[src/rtl/com_write.sv]
// Reply frame builder: latches a reply descriptor, writes an 18-byte frame into TX RAM, then handshakes with the Ethernet sender.
// Optional macro COM_WRITE_SEQ_EN adds an 8-bit frame sequence number into the high byte of word 3.
module com_write #(
  parameter logic [7:0] RAM_ADDR_INIT = 8'h0A,
  parameter logic [7:0] NUM           = 8'h12
) (
  input  logic        clk,
  input  logic        rst,
  input  logic        fs,
  output logic        fd,
  output logic        fs_eth,
  input  logic        fd_eth,
  input  logic [15:0] device_idx,
  input  logic [3:0]  btype,
  input  logic [15:0] status,
  input  logic [11:0] com_cmd,
  input  logic [39:0] trgg_cmd,
  output logic [7:0]  txa,
  output logic [7:0]  txd,
  output logic        txen
);

  typedef enum logic [5:0] {
    IDLE = 6'b000001,
    WAIT = 6'b000010,
    LOAD = 6'b000100,
    WORK = 6'b001000,
    SEND = 6'b010000,
    REST = 6'b100000
  } state_t;

  state_t      r_state, w_next;
  logic [7:0]  r_num;
  logic [15:0] r_word [0:8];
  logic [7:0]  r_txa, r_txd;
  logic        r_txen;

  logic [15:0] w_word [0:7];
  logic [15:0] w_fcode;
  logic [15:0] w_word3;
  logic [15:0] w_sum;
  logic [15:0] w_cur_word;
  logic [7:0]  w_byte;

  always_ff @(posedge clk) begin
    if (rst) r_state <= IDLE;
    else     r_state <= w_next;
  end

  always_comb begin
    w_next = r_state;
    unique case (r_state)
      IDLE:    w_next = WAIT;
      WAIT:    if (fs) w_next = LOAD;
      LOAD:    w_next = WORK;
      WORK:    if (r_num == NUM) w_next = SEND;
      SEND:    if (fd_eth) w_next = REST;
      REST:    if (!fs) w_next = IDLE;
      default: w_next = IDLE;
    endcase
  end

  assign fd     = (r_state == REST);
  assign fs_eth = (r_state == SEND);

  always_comb begin
    w_fcode = 16'h0000;
    case (btype)
      4'd1:    w_fcode = 16'h001E;
      4'd2:    w_fcode = 16'h004C;
      4'd3:    w_fcode = 16'h0097;
      4'd4:    w_fcode = 16'h002D;
      4'd5:    w_fcode = 16'h00D2;
      default: w_fcode = 16'h0000;
    endcase
  end

`ifdef COM_WRITE_SEQ_EN
  logic [7:0] r_seq;
  // Counts handshakes completed with the Ethernet sender
  always_ff @(posedge clk) begin
    if (rst)                              r_seq <= 8'h00;
    else if (r_state == SEND && fd_eth)   r_seq <= r_seq + 8'h01;
  end
  assign w_word3 = {r_seq, status[7:0]};
`else
  assign w_word3 = status;
`endif

  assign w_word[0] = 16'h55AA;
  assign w_word[1] = device_idx;
  assign w_word[2] = w_fcode;
  assign w_word[3] = w_word3;
  assign w_word[4] = {4'h0, com_cmd};
  assign w_word[5] = {8'h00, trgg_cmd[39:32]};
  assign w_word[6] = trgg_cmd[31:16];
  assign w_word[7] = trgg_cmd[15:0];
  assign w_sum     = w_word[1] + w_word[2] + w_word[3] + w_word[4]
                   + w_word[5] + w_word[6] + w_word[7];

  always_ff @(posedge clk) begin
    if (rst) begin
      for (int i = 0; i < 9; i++) r_word[i] <= 16'h0000;
    end else if (r_state == LOAD) begin
      for (int i = 0; i < 8; i++) r_word[i] <= w_word[i];
      r_word[8] <= w_sum;
    end
  end

  always_ff @(posedge clk) begin
    if (rst)                  r_num <= 8'h00;
    else if (r_state == WORK) r_num <= r_num + 8'h01;
    else                      r_num <= 8'h00;
  end

  // Big-endian: even byte is the high half of the word
  assign w_cur_word = r_word[r_num[4:1]];
  assign w_byte     = r_num[0] ? w_cur_word[7:0] : w_cur_word[15:8];

  always_ff @(posedge clk) begin
    if (rst) begin
      r_txa  <= RAM_ADDR_INIT;
      r_txd  <= 8'h00;
      r_txen <= 1'b0;
    end else if (r_state == WORK && r_num < NUM) begin
      r_txa  <= RAM_ADDR_INIT + r_num;
      r_txd  <= w_byte;
      r_txen <= 1'b1;
    end else begin
      r_txa  <= RAM_ADDR_INIT;
      r_txd  <= 8'h00;
      r_txen <= 1'b0;
    end
  end

  assign txa  = r_txa;
  assign txd  = r_txd;
  assign txen = r_txen;

endmodule

[config.mk]
export PLATFORM = sky130hd
export DESIGN_NAME = com_write
export DESIGN_NICKNAME = d
export VERILOG_FILES = /design/src/rtl/com_write.sv
export SDC_FILE = /design/constraint.sdc
export NUM_CORES = 1
export LEC_CHECK = 0
export ABC_CLOCK_PERIOD_IN_PS = 4200
export BUFFER_PORTS_ARGS = -buffer_cell sky130_fd_sc_hd__buf_4
export CAP_MARGIN = 20
export CORE_ASPECT_RATIO = 1.75
export CORE_MARGIN = 5
export CORE_UTILIZATION = 47
export CTS_CLUSTER_DIAMETER = 30
export CTS_CLUSTER_SIZE = 24
export DETAILED_ROUTE_END_ITERATION = 6
export PLACE_DENSITY = 0.7
export SLEW_MARGIN = 0
export SYNTH_ARGS = -nofsm -noshare
export SYNTH_HDL_FRONTEND = slang
export SYNTH_SLANG_ARGS = --single-unit
[constraint.sdc]
create_clock -name clk -period 4.2 [get_ports clk]
set_input_delay 0.21 -clock clk [delete_from_list [all_inputs] [get_ports clk]]
set_output_delay 0.21 -clock clk [all_outputs]
set_load 0.01 [all_outputs]
==> metrics <==
clk sink count=139; post-synth top area share=38.4%; antenna violations before repair=0; Worst Hold Class=input pin to flip-flop; Site Rows=65; max cap viols=0; CP endpoint=r_word[8][15]$_SDFFCE_PN0P_; Avg WL per Cell=16.2 um; period utilization=96.4%; total track usage=18.0%; number of synthesized flops with an enable pin=108; Core ar.=17900 sq um; non-filler instance count after layout=1114; Seq/Total Area, Yosys=45.7%; Crit Path Max Fanout=4; Post-Route WL=18000 um; input/output buffers=110; Mapped Cells=740; YS warnings=0; Fin. Hold Viols=0; first-pass GRT wire length=29800 um; CP Capture Type=flip-flop; Die W=111 um; top cells by area, synth=edfxtp_1, fa_1, dfxtp_1; # resized after CTS=0; Initial Util=47.2%; FFs w/ async S/R, synth=0%; post-synth top area cell=edfxtp_1; maximum root-to-sink buffer count=2; Req. time, crit path=4.35 ns; Post-CTS Hold Buffers=0; I/O Pins=111; Final #Nets=1048; Mean Syn Cell Area=11.4 sq um; cts bufs inserted=17; DP Cell Count=1082; Worst Clk Skew=0.00617 ns; vias=5713; H-Tree Depth=4; most common cell after layout, fill and taps aside=buf_4; RSZ-0062 raised after global routing=no; Max IR drop VDD=0.365 mV; DP HPWL=13600 um; Iteration-0 DRC Markers=331; pin count of the biggest net entering global routing=67; antenna cells=0; final instance area=10200 sq um; Area Overhead vs Synth=20.4%; Die Y=187 um; Critical Path Start=device_idx[2]; Final ANT Viol Nets=0; Final Max Tran Viols=0; crit start category=input pin; share of layout cells above drive strength 1=23.1%; worst path arrival time=4.19 ns; reg-to-reg setup timing slack=1.76 ns; post-CTS setup buffers=0; Clk pin slew, worst setup/hold paths=0.06 ns; hold slack=0.0304 ns; synth unique cells=63; Mapped Area=8450 sq um; r2r worst-path depth=7; setup violators final=0; worst reg2reg path endpoint=txd[3]$_SDFF_PP0_; Most used DFF post-synth=edfxtp_1; worst skew pair latency=0.42 ns; Period minus WS final=4.05 ns; Yosys reg bits=139; CTS tree=yes; CTS Root Cell=clkbuf_16; Via-to-Cell Ratio=5.13; total grt overflow=0; total chip power=0.00485 W; placed cell areas=9620 sq um; Tightest Pin Transition=0.885 ns; commonest cells after routing, fill and taps aside=buf_4, edfxtp_1, inv_1; post-route DRC violation count=0; Peak Freq=247 MHz; Leak=4.28 nW; Pre-antenna DRT Iters=4; reg2reg start=r_num[1]$_SDFF_PP0_; Worst slew margin=41.0%; vias in the first global route=5980; Worst Path Class, Setup=input pin to flip-flop; run status=finished clean; die area=20900 sq um; routability cong.=0.803; P per Cell Area=477 nW/um^2
through the flow:
| step | worst slack [ns] | util [%] | TNS (ns) |
|---|---|---|---|
| global route | 0.0246 | 56.9 | 0 |
| global placement | -0.187 | 53.8 | -0.887 |
| CTS | 0.167 | 56.9 | 0 |
| finish | 0.152 | 56.9 | 0 |
| detailed placement | -0.264 | 53.8 | -1.36 |
| floorplan | 0.114 | - | 0 |
worst max-delay path, cell delays in order:
cell and delay [ns]:
buf_4 0.08, inv_1 0.05, fa_1 0.54, inv_1 0.06, fa_1 0.54, fa_1 0.56
inv_1 0.05, fa_1 0.50, fa_1 0.45, nor2b_1 0.21, o31a_1 0.17, o21ai_0 0.11
buf_4 0.16, o31ai_1 0.29, xnor2_1 0.16, nor2_1 0.05
synth_stat cells, drive strengths merged, types with 7 or more instances:
library cell and instances:
mux2i 7, a21oi 30, and2 59, nor2 80, xor2 10, o21ai 18, ha 33, fa 56
nand2 29, buf 17, edfxtp 108, inv 87, xnor2 16, a221oi 8, a211oi 14, nor3 9
dfxtp 31, mux2 16, nor2b 13, clkbuf 18
logic make-up after synthesis:
family | share of synthesized area (%)
simple gates | 13.1
flops | 45.7
buf+inv | 6.50
compound gates | 9.17
fa+ha+maj | 18.2
mux | 4.60
xor+xnor | 2.69
other cells | 0.0444
sequential cells by signal, summed over array words and instances, names as in the netlist:
name and cells:
r_num 8, txd 8, txen 1, r_state 6, r_word 108, txa 8
routing by layer:
metal / track usage, % / wire length, um / vias to the layer above / part of all wire (%)
li1: - / - / 2783 / -
met1: 20.5 / 6830 / 2761 / 38
met2: 33.3 / 10000 / 131 / 56
met3: 3.17 / 661 / 38 / 3.7
met4: 6.60 / 473 / 0 / 2.6
met5: 0 / 0 / - / 0
where the power goes:
group	switching, W	internal, W
combinational	0.000972	0.000916
clock	0.000592	0.000814
sequential	0.0000220	0.00153
cell type report:
| type | instances | area [sq um] |
|---|---|---|
| inverters | 88 | 335 |
| clock buffers | 18 | 429 |
| multi-input cells | 479 | 4050 |
| repair buffers | 142 | 1080 |
| flip-flops and latches | 139 | 3860 |
| clock inverters | 14 | 123 |
| fillers | 1535 | 7710 |
| well taps | 234 | 293 |
worst min-delay path by stage:
stage	from	to	slack, ns	depth (start not counted)
3_5_place_dp	rst	r_state[3]$_SDFFE_PP0P_	0.46	2
4_1_cts	rst	r_state[3]$_SDFFE_PP0P_	0.02	2
2_1_floorplan	fd_eth	r_state[0]$_SDFFE_PP1P_	0.40	2
3_3_place_gp	rst	r_state[3]$_SDFFE_PP0P_	0.46	2
5_1_grt	rst	r_state[3]$_SDFFE_PP0P_	0.02	2
6_report	rst	r_state[3]$_SDFFE_PP0P_	0.03	2
Note: power is estimated with default switching activity, not from simulation.
